`src/rtl/piso_tx.sv`:
```
// piso_tx: parallel-in / serial-out audio transmitter.
// Left/right sample pairs enter through a valid/ready handshake into a
// one-deep holding buffer. They are then shifted out MSB-first on OutL/OutR
// with a one-cycle Frame marker on the MSB. MIN_GAP idle cycles are inserted
// between frames, and MIN_GAP=0 gives gapless streaming.

module piso_tx #(
  parameter int WIDTH   = 16,
  parameter int MIN_GAP = 0
) (
  input  logic             Dclk,
  input  logic             Clear,
  input  logic             in_valid,
  input  logic [WIDTH-1:0] InputL,
  input  logic [WIDTH-1:0] InputR,
  output logic             in_ready,
  output logic             Frame,
  output logic             OutL,
  output logic             OutR,
  output logic             underrun
);

  localparam int CW = (WIDTH > 1) ? $clog2(WIDTH) : 1;
  localparam int GW = (MIN_GAP > 1) ? $clog2(MIN_GAP) : 1;
  localparam logic [CW-1:0] CNT_TOP = CW'(WIDTH - 1);
  localparam logic [GW-1:0] GAP_TOP = (MIN_GAP > 0) ? GW'(MIN_GAP - 1) : GW'(0);

  typedef enum logic [1:0] {
    ST_IDLE  = 2'd0,
    ST_SHIFT = 2'd1,
    ST_GAP   = 2'd2
  } state_t;

  state_t           r_state;
  logic             r_hold_full;
  logic [WIDTH-1:0] r_hold_l;
  logic [WIDTH-1:0] r_hold_r;
  logic [WIDTH-1:0] r_shift_l;
  logic [WIDTH-1:0] r_shift_r;
  logic [CW-1:0]    r_bitcnt;
  logic [GW-1:0]    r_gapcnt;
  logic             r_frame;
  logic             r_out_l;
  logic             r_out_r;
  logic             r_underrun;

  state_t           w_next_state;
  logic             w_accept;
  logic             w_load;
  logic             w_shift;
  logic             w_end;
  logic             w_gap_start;
  logic             w_gap_dec;
  logic [WIDTH-1:0] w_shift_l_nxt;
  logic [WIDTH-1:0] w_shift_r_nxt;
  logic [CW-1:0]    w_bitcnt_nxt;
  logic [GW-1:0]    w_gapcnt_nxt;
  logic             w_frame_nxt;
  logic             w_out_l_nxt;
  logic             w_out_r_nxt;
  logic             w_underrun_nxt;

  // Ready depends only on registered buffer state and Clear, so in_valid has no combinational path to it.
  assign in_ready = !Clear && !r_hold_full;
  assign w_accept = in_valid && in_ready;

  assign Frame    = r_frame;
  assign OutL     = r_out_l;
  assign OutR     = r_out_r;
  assign underrun = r_underrun;

  // Next-state and control decode: frame start, bit shift, frame end and gap counting.
  always_comb begin
    w_next_state = r_state;
    w_load       = 1'b0;
    w_shift      = 1'b0;
    w_end        = 1'b0;
    w_gap_start  = 1'b0;
    w_gap_dec    = 1'b0;
    case (r_state)
      ST_IDLE: begin
        if (r_hold_full) begin
          w_load       = 1'b1;
          w_next_state = ST_SHIFT;
        end else begin
          w_next_state = ST_IDLE;
        end
      end
      ST_SHIFT: begin
        if (r_bitcnt != {CW{1'b0}}) begin
          w_shift      = 1'b1;
          w_next_state = ST_SHIFT;
        end else begin
          // Edge after bit 0: the frame is complete.
          w_end = 1'b1;
          if ((MIN_GAP == 0) && r_hold_full) begin
            w_load       = 1'b1;
            w_next_state = ST_SHIFT;
          end else if (MIN_GAP > 0) begin
            w_gap_start  = 1'b1;
            w_next_state = ST_GAP;
          end else begin
            w_next_state = ST_IDLE;
          end
        end
      end
      ST_GAP: begin
        if (r_gapcnt != {GW{1'b0}}) begin
          w_gap_dec    = 1'b1;
          w_next_state = ST_GAP;
        end else if (r_hold_full) begin
          w_load       = 1'b1;
          w_next_state = ST_SHIFT;
        end else begin
          w_next_state = ST_IDLE;
        end
      end
      default: begin
        w_next_state = ST_IDLE;
      end
    endcase
  end

  // Datapath next values: shifters, counters and the serial/marker outputs.
  always_comb begin
    w_shift_l_nxt  = r_shift_l;
    w_shift_r_nxt  = r_shift_r;
    w_bitcnt_nxt   = r_bitcnt;
    w_gapcnt_nxt   = r_gapcnt;
    w_frame_nxt    = 1'b0;
    w_out_l_nxt    = 1'b0;
    w_out_r_nxt    = 1'b0;
    w_underrun_nxt = w_end && !r_hold_full;
    if (w_load) begin
      w_shift_l_nxt = r_hold_l;
      w_shift_r_nxt = r_hold_r;
      w_bitcnt_nxt  = CNT_TOP;
      w_frame_nxt   = 1'b1;
      w_out_l_nxt   = r_hold_l[WIDTH-1];
      w_out_r_nxt   = r_hold_r[WIDTH-1];
    end else if (w_shift) begin
      w_shift_l_nxt = {r_shift_l[WIDTH-2:0], 1'b0};
      w_shift_r_nxt = {r_shift_r[WIDTH-2:0], 1'b0};
      w_bitcnt_nxt  = r_bitcnt - CW'(1);
      w_out_l_nxt   = r_shift_l[WIDTH-2];
      w_out_r_nxt   = r_shift_r[WIDTH-2];
    end else begin
      w_shift_l_nxt = r_shift_l;
      w_shift_r_nxt = r_shift_r;
    end
    if (w_gap_start) begin
      w_gapcnt_nxt = GAP_TOP;
    end else if (w_gap_dec) begin
      w_gapcnt_nxt = r_gapcnt - GW'(1);
    end else begin
      w_gapcnt_nxt = r_gapcnt;
    end
  end

  // FSM state register.
  always_ff @(posedge Dclk) begin
    if (Clear) begin
      r_state <= ST_IDLE;
    end else begin
      r_state <= w_next_state;
    end
  end

  // Holding buffer: a new accept wins over the drain into the shifter, so the new pair stays queued.
  always_ff @(posedge Dclk) begin
    if (Clear) begin
      r_hold_full <= 1'b0;
      r_hold_l    <= {WIDTH{1'b0}};
      r_hold_r    <= {WIDTH{1'b0}};
    end else if (w_accept) begin
      r_hold_full <= 1'b1;
      r_hold_l    <= InputL;
      r_hold_r    <= InputR;
    end else if (w_load) begin
      r_hold_full <= 1'b0;
    end else begin
      r_hold_full <= r_hold_full;
    end
  end

  // Shifters, counters and registered outputs; Clear drops any frame in flight.
  always_ff @(posedge Dclk) begin
    if (Clear) begin
      r_shift_l  <= {WIDTH{1'b0}};
      r_shift_r  <= {WIDTH{1'b0}};
      r_bitcnt   <= CNT_TOP;
      r_gapcnt   <= {GW{1'b0}};
      r_frame    <= 1'b0;
      r_out_l    <= 1'b0;
      r_out_r    <= 1'b0;
      r_underrun <= 1'b0;
    end else begin
      r_shift_l  <= w_shift_l_nxt;
      r_shift_r  <= w_shift_r_nxt;
      r_bitcnt   <= w_bitcnt_nxt;
      r_gapcnt   <= w_gapcnt_nxt;
      r_frame    <= w_frame_nxt;
      r_out_l    <= w_out_l_nxt;
      r_out_r    <= w_out_r_nxt;
      r_underrun <= w_underrun_nxt;
    end
  end

endmodule

```
`config.mk`:
```
export PLATFORM = sky130hd
export DESIGN_NAME = piso_tx
export DESIGN_NICKNAME = d
export VERILOG_FILES = /design/src/rtl/piso_tx.sv
export SDC_FILE = /design/constraint.sdc
export NUM_CORES = 1
export LEC_CHECK = 0
export ABC_AREA = 1
export CAP_MARGIN = 20
export CORE_MARGIN = 1.5
export CORE_UTILIZATION = 54
export DETAILED_ROUTE_END_ITERATION = 8
export PLACE_DENSITY = 0.78
export SLEW_MARGIN = 10
export SYNTH_ARGS = -nofsm -noshare
export SYNTH_HDL_FRONTEND = slang
export SYNTH_SLANG_ARGS = --single-unit
```
`constraint.sdc`:
```
create_clock -name Dclk -period 1.5 [get_ports Dclk]
set_input_delay 0.3 -clock Dclk [delete_from_list [all_inputs] [get_ports Dclk]]
set_output_delay 0.3 -clock Dclk [all_outputs]
set_load 0.02 [all_outputs]
```
* Word level (Yosys, flattened, before mapping)
Index checks and enable logic that the tools add are counted.
W data, S select, Z words.
** Operators by class
- $add $sub $neg :: 2
- Equality and inequality tests :: 2
- Muxes and demuxes :: 25
- Reductions and logical operators :: 10
** Operators with widths (number)
- $mux W15 :: 4
- $mux W1 :: 18
- $pmux W2 S3 :: 1
- $reduce_bool A2 Y1 :: 2
- $reduce_bool A4 Y1 :: 1
- $sub A4 B1 Y4 const B :: 1
- $logic_and A1 B1 Y1 :: 3
- $pmux W1 S3 :: 1
- $eq A2 B1 Y1 const B :: 1
- $eq A2 B2 Y1 const B :: 1
- $logic_not A1 Y1 :: 2
- $logic_not A2 Y1 :: 1
- $mux W2 :: 1
- $reduce_or A2 Y1 :: 1
- $sub A1 B1 Y1 const B :: 1
** Word-level totals
- Register bits after elaboration :: 74
- Input bits :: 35
- Output and inout port bits :: 5
- Logic and storage cells :: 51

* Longest topological paths before layout
- Depth in word-level cells :: 5
- Mapped depth :: 11
- Depth with buffers taken out :: 10

* Worst setup path after synthesis
No wires, ideal clock.
- Path type :: reg-to-reg
- From :: register r_bitcnt[0]
- To :: register r_shift_l[14]
- Library setup time :: 0.109 ns
- Arrival :: 1.282 ns
- Data required time :: 1.391 ns
- Setup slack :: 0.109 ns
- Cell stages (with the launch flop) :: 12
- Path buffers :: 1
- Clock period less this slack :: 1.391 ns
- Cells stage by stage :: dfxtp_1 > inv_1 > ha_1 > nand2_4 > nand2_4 > nand2_2 > inv_4 > buf_8 > nand2_2 > nand3_1 > nand2_1 > inv_1
** Between the ends
- Cells in the longest elaborated chain, start to end :: 4
- Elaborated cells on any way between the ends :: 7
- Classes of those cells :: mux: 5; reduce/logical: 2
** RTL lines
- from (decl) :: RTL line 40 : logic [CW-1:0] r_bitcnt;
- from (signal assigned) :: RTL line 200 : r_bitcnt <= w_bitcnt_nxt;
- $reduce_bool A4 Y1 * :: RTL line 90 : if (r_bitcnt != {CW{1'b0}}) begin
- $mux W1 :: RTL line 90
- $pmux W1 S3 / $mux W1 (equally long branches) :: RTL line 80 : case (r_state)
- $mux W15 / $reduce_bool A2 Y1 (equally long branches)
- to (signal assigned) :: RTL line 189 : r_shift_l <= {WIDTH{1'b0}};
- to (signal assigned) :: RTL line 198 : r_shift_l <= w_shift_l_nxt;
- to (decl) :: RTL line 38 : logic [WIDTH-1:0] r_shift_l;
Mark *: on every way between the ends. The rest lies on a longest branch, timed or not.
A chain may end at the register's enable or synchronous reset.

* Worst setup path after layout
- From :: register r_bitcnt[1]
- To :: register r_shift_r[13]
** Between the ends
- Cells in the longest elaborated chain, start to end :: 4
- Elaborated cells on any way between the ends :: 7
- Classes of those cells :: mux: 5; reduce/logical: 2
** RTL lines
- $reduce_bool A4 Y1 * :: RTL line 90
- $mux W1 :: RTL line 90
- $pmux W1 S3 / $mux W1 (equally long branches) :: RTL line 80
- $mux W15 / $reduce_bool A2 Y1 (equally long branches)
- to (signal assigned) :: RTL line 190 : r_shift_r <= {WIDTH{1'b0}};
- to (signal assigned) :: RTL line 199 : r_shift_r <= w_shift_r_nxt;
- to (decl) :: RTL line 39 : logic [WIDTH-1:0] r_shift_r;
Marked as above.

==> results by group <==
Route
  – Wire length on met2: approximately 3.3 mm
  – Iter 0 DRT Violations: 104
  – Via density: 4.956
  – DR WL/cell: 12.41 µm
  – ANT nets after route: 0
  – Metal1 wirelength: 3.077 mm
  – Top sig layer: met4
  – Via count: 2716
  – DRC: 0
  – Met3 WL post-DR: 303 µm
  – Routed wire length: 6.803 mm
  – DR pass1 iterations: 4

Timing
  – Max Clock Skew: 0.007024 ns
  – RSZ-0062 raised after global routing: yes
  – Worst-Margin Slew: around 0.24 ns
  – Final setup violation count: 1
  – Slew HR: between 80% and 90%
  – Crit share post-route: 104.9%
  – PnR worst setup slack: -0.07365 ns
  – Fmax achieved: 0.6355 GHz
  – Count of pins over their slew limit: 0
  – Final Hold Viols: 0
  – Min Tclk post-route: 1.574 ns
  – Total Neg Setup Slack: -0.07365 ns

Logic synthesis
  – Post-synthesis average cell area: 7.375 µm²
  – Leading register cell type out of synthesis: dfxtp_1
  – Netlist cell types: 28
  – Register area share after synthesis: 48.05%
  – Syn nets: 454
  – Post-synth ARST share: 0%
  – Yosys warns: 0
  – Synth area leader: dfxtp_1
  – Mapped Cells: 418
  – Synthesis-stage register bit count: 74
  – EDFF count, synth: 0
  – Top cell type's share of synthesized area: 48.05%
  – Synthesized cell area: between 0.003 and 0.004 mm²
  – Synth top area cells: dfxtp_1, nand2_1, nand3_1

Global routing
  – Largest net degree at the start of global routing: 29
  – Total grt overflow: 0
  – Initial antenna violation count: 0
  – Overall routing resource usage: about 23%
  – First-pass GRT wire length: 10.90 mm
  – Vias in the first global route: 2466

Clock tree
  – CTS buffer count: 9
  – CTS max path bufs: 2
  – CTS H-tree depth: 3
  – CTS tree: yes
  – Clock transition at path regs: approximately 0.07 ns
  – Clk sink count: 74
  – CTS root buf: clkbuf_8
  – Clock insertion delay at the later pin of the skew report: 0.36 ns

Cells and area
  – Area grow syn2layout: 26.99%
  – Most frequent cells in the layout: nand2_1, dfxtp_1, nand3_1
  – Number of diodes: 0
  – Share of cells above drive strength 1: 14.92%
  – Layout Utilization: between 70 and 80%
  – Total Nets Final: 509
  – Most common cell after layout, fill and taps aside: nand2_1

Outcome
  – Status: complete, but fails checks
  – Violations in the final reports: setup timing

Floorplanning
  – Std-Cell Rows: 27
  – Die Y: 78.56 µm
  – CORE AREA: between 0.005 and 0.006 mm²
  – Starting Density: 55.99%
  – Die width: just under 80 µm
  – I/O pins: 40
  – Die area: 0.006172 mm²

Min path
  – WHS Path Cells: 2
  – HP Class: reg -> reg

Setup path
  – Crit end category: register
  – CP required: 1.77 ns
  – R2R depth: 10
  – Crit path DAT: 1.85 ns
  – Internal reg-to-reg setup slack: -0.07 ns
  – Crit start category: register
  – CP max FO: 7
  – Crit Path Class: reg -> reg

Job
  – Max-Cap Viols: 0

Power
  – Worst VDD drop: 696.0 µV
  – Leak Pwr: 1.974 nW
  – PD cells: 1168 mW/mm²

Placement
  – Routability Congestion: 0.8617
  – Port bufs: 39
  – HPWL after detailed placement: 4.176 mm
-- per-stage QoR --
stage / setup slack [ns] / instances / total power, mW / instance area, µm² / hold WS (ns)
after floorplan: 0.1085 / 418 / 2.613 / 3083 / 0.4105
after global placement: -0.2953 / 528 / 2.831 / 3615 / 0.4331
after detailed placement: -0.2893 / 528 / 2.850 / 3615 / 0.4395
after CTS: 0.008246 / 542 / 4.490 / 3829 / 0.4524
after global routing: -0.1328 / 548 / 4.758 / 3915 / 0.4718
final: -0.07365 / 548 / 4.572 / 3915 / 0.4519
-- routing by layer --
layer	track usage [%]	vias to the layer above
li1	-	1405
met1	28.22	1234
met2	37.33	60
met3	3.837	17
met4	12.50	0
met5	0	-
-- worst paths after layout --
| check | startpoint | to |
|---|---|---|
| setup / recovery | r_bitcnt[1]$_SDFFE_PP1P_ | r_shift_r[13]$_SDFFE_PP0P_ |
| hold / removal | r_gapcnt$_SDFFE_PP0P_ | r_gapcnt$_SDFFE_PP0P_ |
| setup reg to reg | r_bitcnt[1]$_SDFFE_PP1P_ | r_shift_r[13]$_SDFFE_PP0P_ |
| hold reg to reg | r_gapcnt$_SDFFE_PP0P_ | r_gapcnt$_SDFFE_PP0P_ |
-- repair_timing --
action                                  in CTS  in global routing
cloned                                       0                  1
buffers inserted                             0                  5
hold buffers                                 0                  0
gates resized for setup                      8                 12
pin swaps                                    0                  2
endpoints found under the setup margin      30                 30
-- flip-flops by register name, summed over array words and instances, names as in the netlist --
signal	count
r_shift_r	15
r_shift_l	15
r_gapcnt	1
underrun	1
Frame	1
r_bitcnt	4
r_hold_full	1
OutL	1
r_hold_r	16
r_hold_l	16
r_state	2
OutR	1
-- Yosys cell counts, types with 3 or more instances --
library cell,number
nand3_1,61
nor2_1,5
buf_2,6
a21oi_1,9
buf_4,6
buf_6,6
nand2_1,171
inv_2,3
dfxtp_1,74
inv_1,35
o21ai_0,5
nand2_2,13
-- logic make-up (layout without fill, tap and decap cells) --
family	Yosys count	in the layout	share of synthesized area, %
adder cells (fa/ha/maj)	1	1	0.4058
buffers and inverters	61	119	10.31
AO/OA/AOI/OAI	18	18	3.084
XOR/XNOR	2	2	0.5683
flip-flops	74	74	48.05
AND/OR/NAND/NOR	262	262	37.58
-- critical path, cell delays in order (launching register included) --
cell      delay, ns
dfxtp_2        0.33
inv_1          0.09
ha_4           0.18
nand2_4        0.08
nand2_8        0.09
nand2_4        0.07
inv_8          0.09
clkbuf_2       0.16
buf_4          0.12
nand2_1        0.08
a21oi_1        0.20
-- where the power goes --
group          switching (mW)  leakage, nW  internal (mW)  total (mW)
sequential             0.0699        0.604           2.09        2.16
combinational           0.393         1.26          0.345       0.738
clock                   0.713        0.105          0.962        1.67
total                    1.18         1.97           3.40        4.57
-- layout make-up --
cell class	instances	area (µm²)
Clock buffer	11	141.4
Clock inverter	3	65.06
Fill cell	431	1592
Inverter	39	153.9
Multi-Input combinational cell	283	1315
Sequential cell	74	1485
Tap cell	72	90.09
Timing Repair Buffer	66	664.4
(Power assumes the default switching activity.)
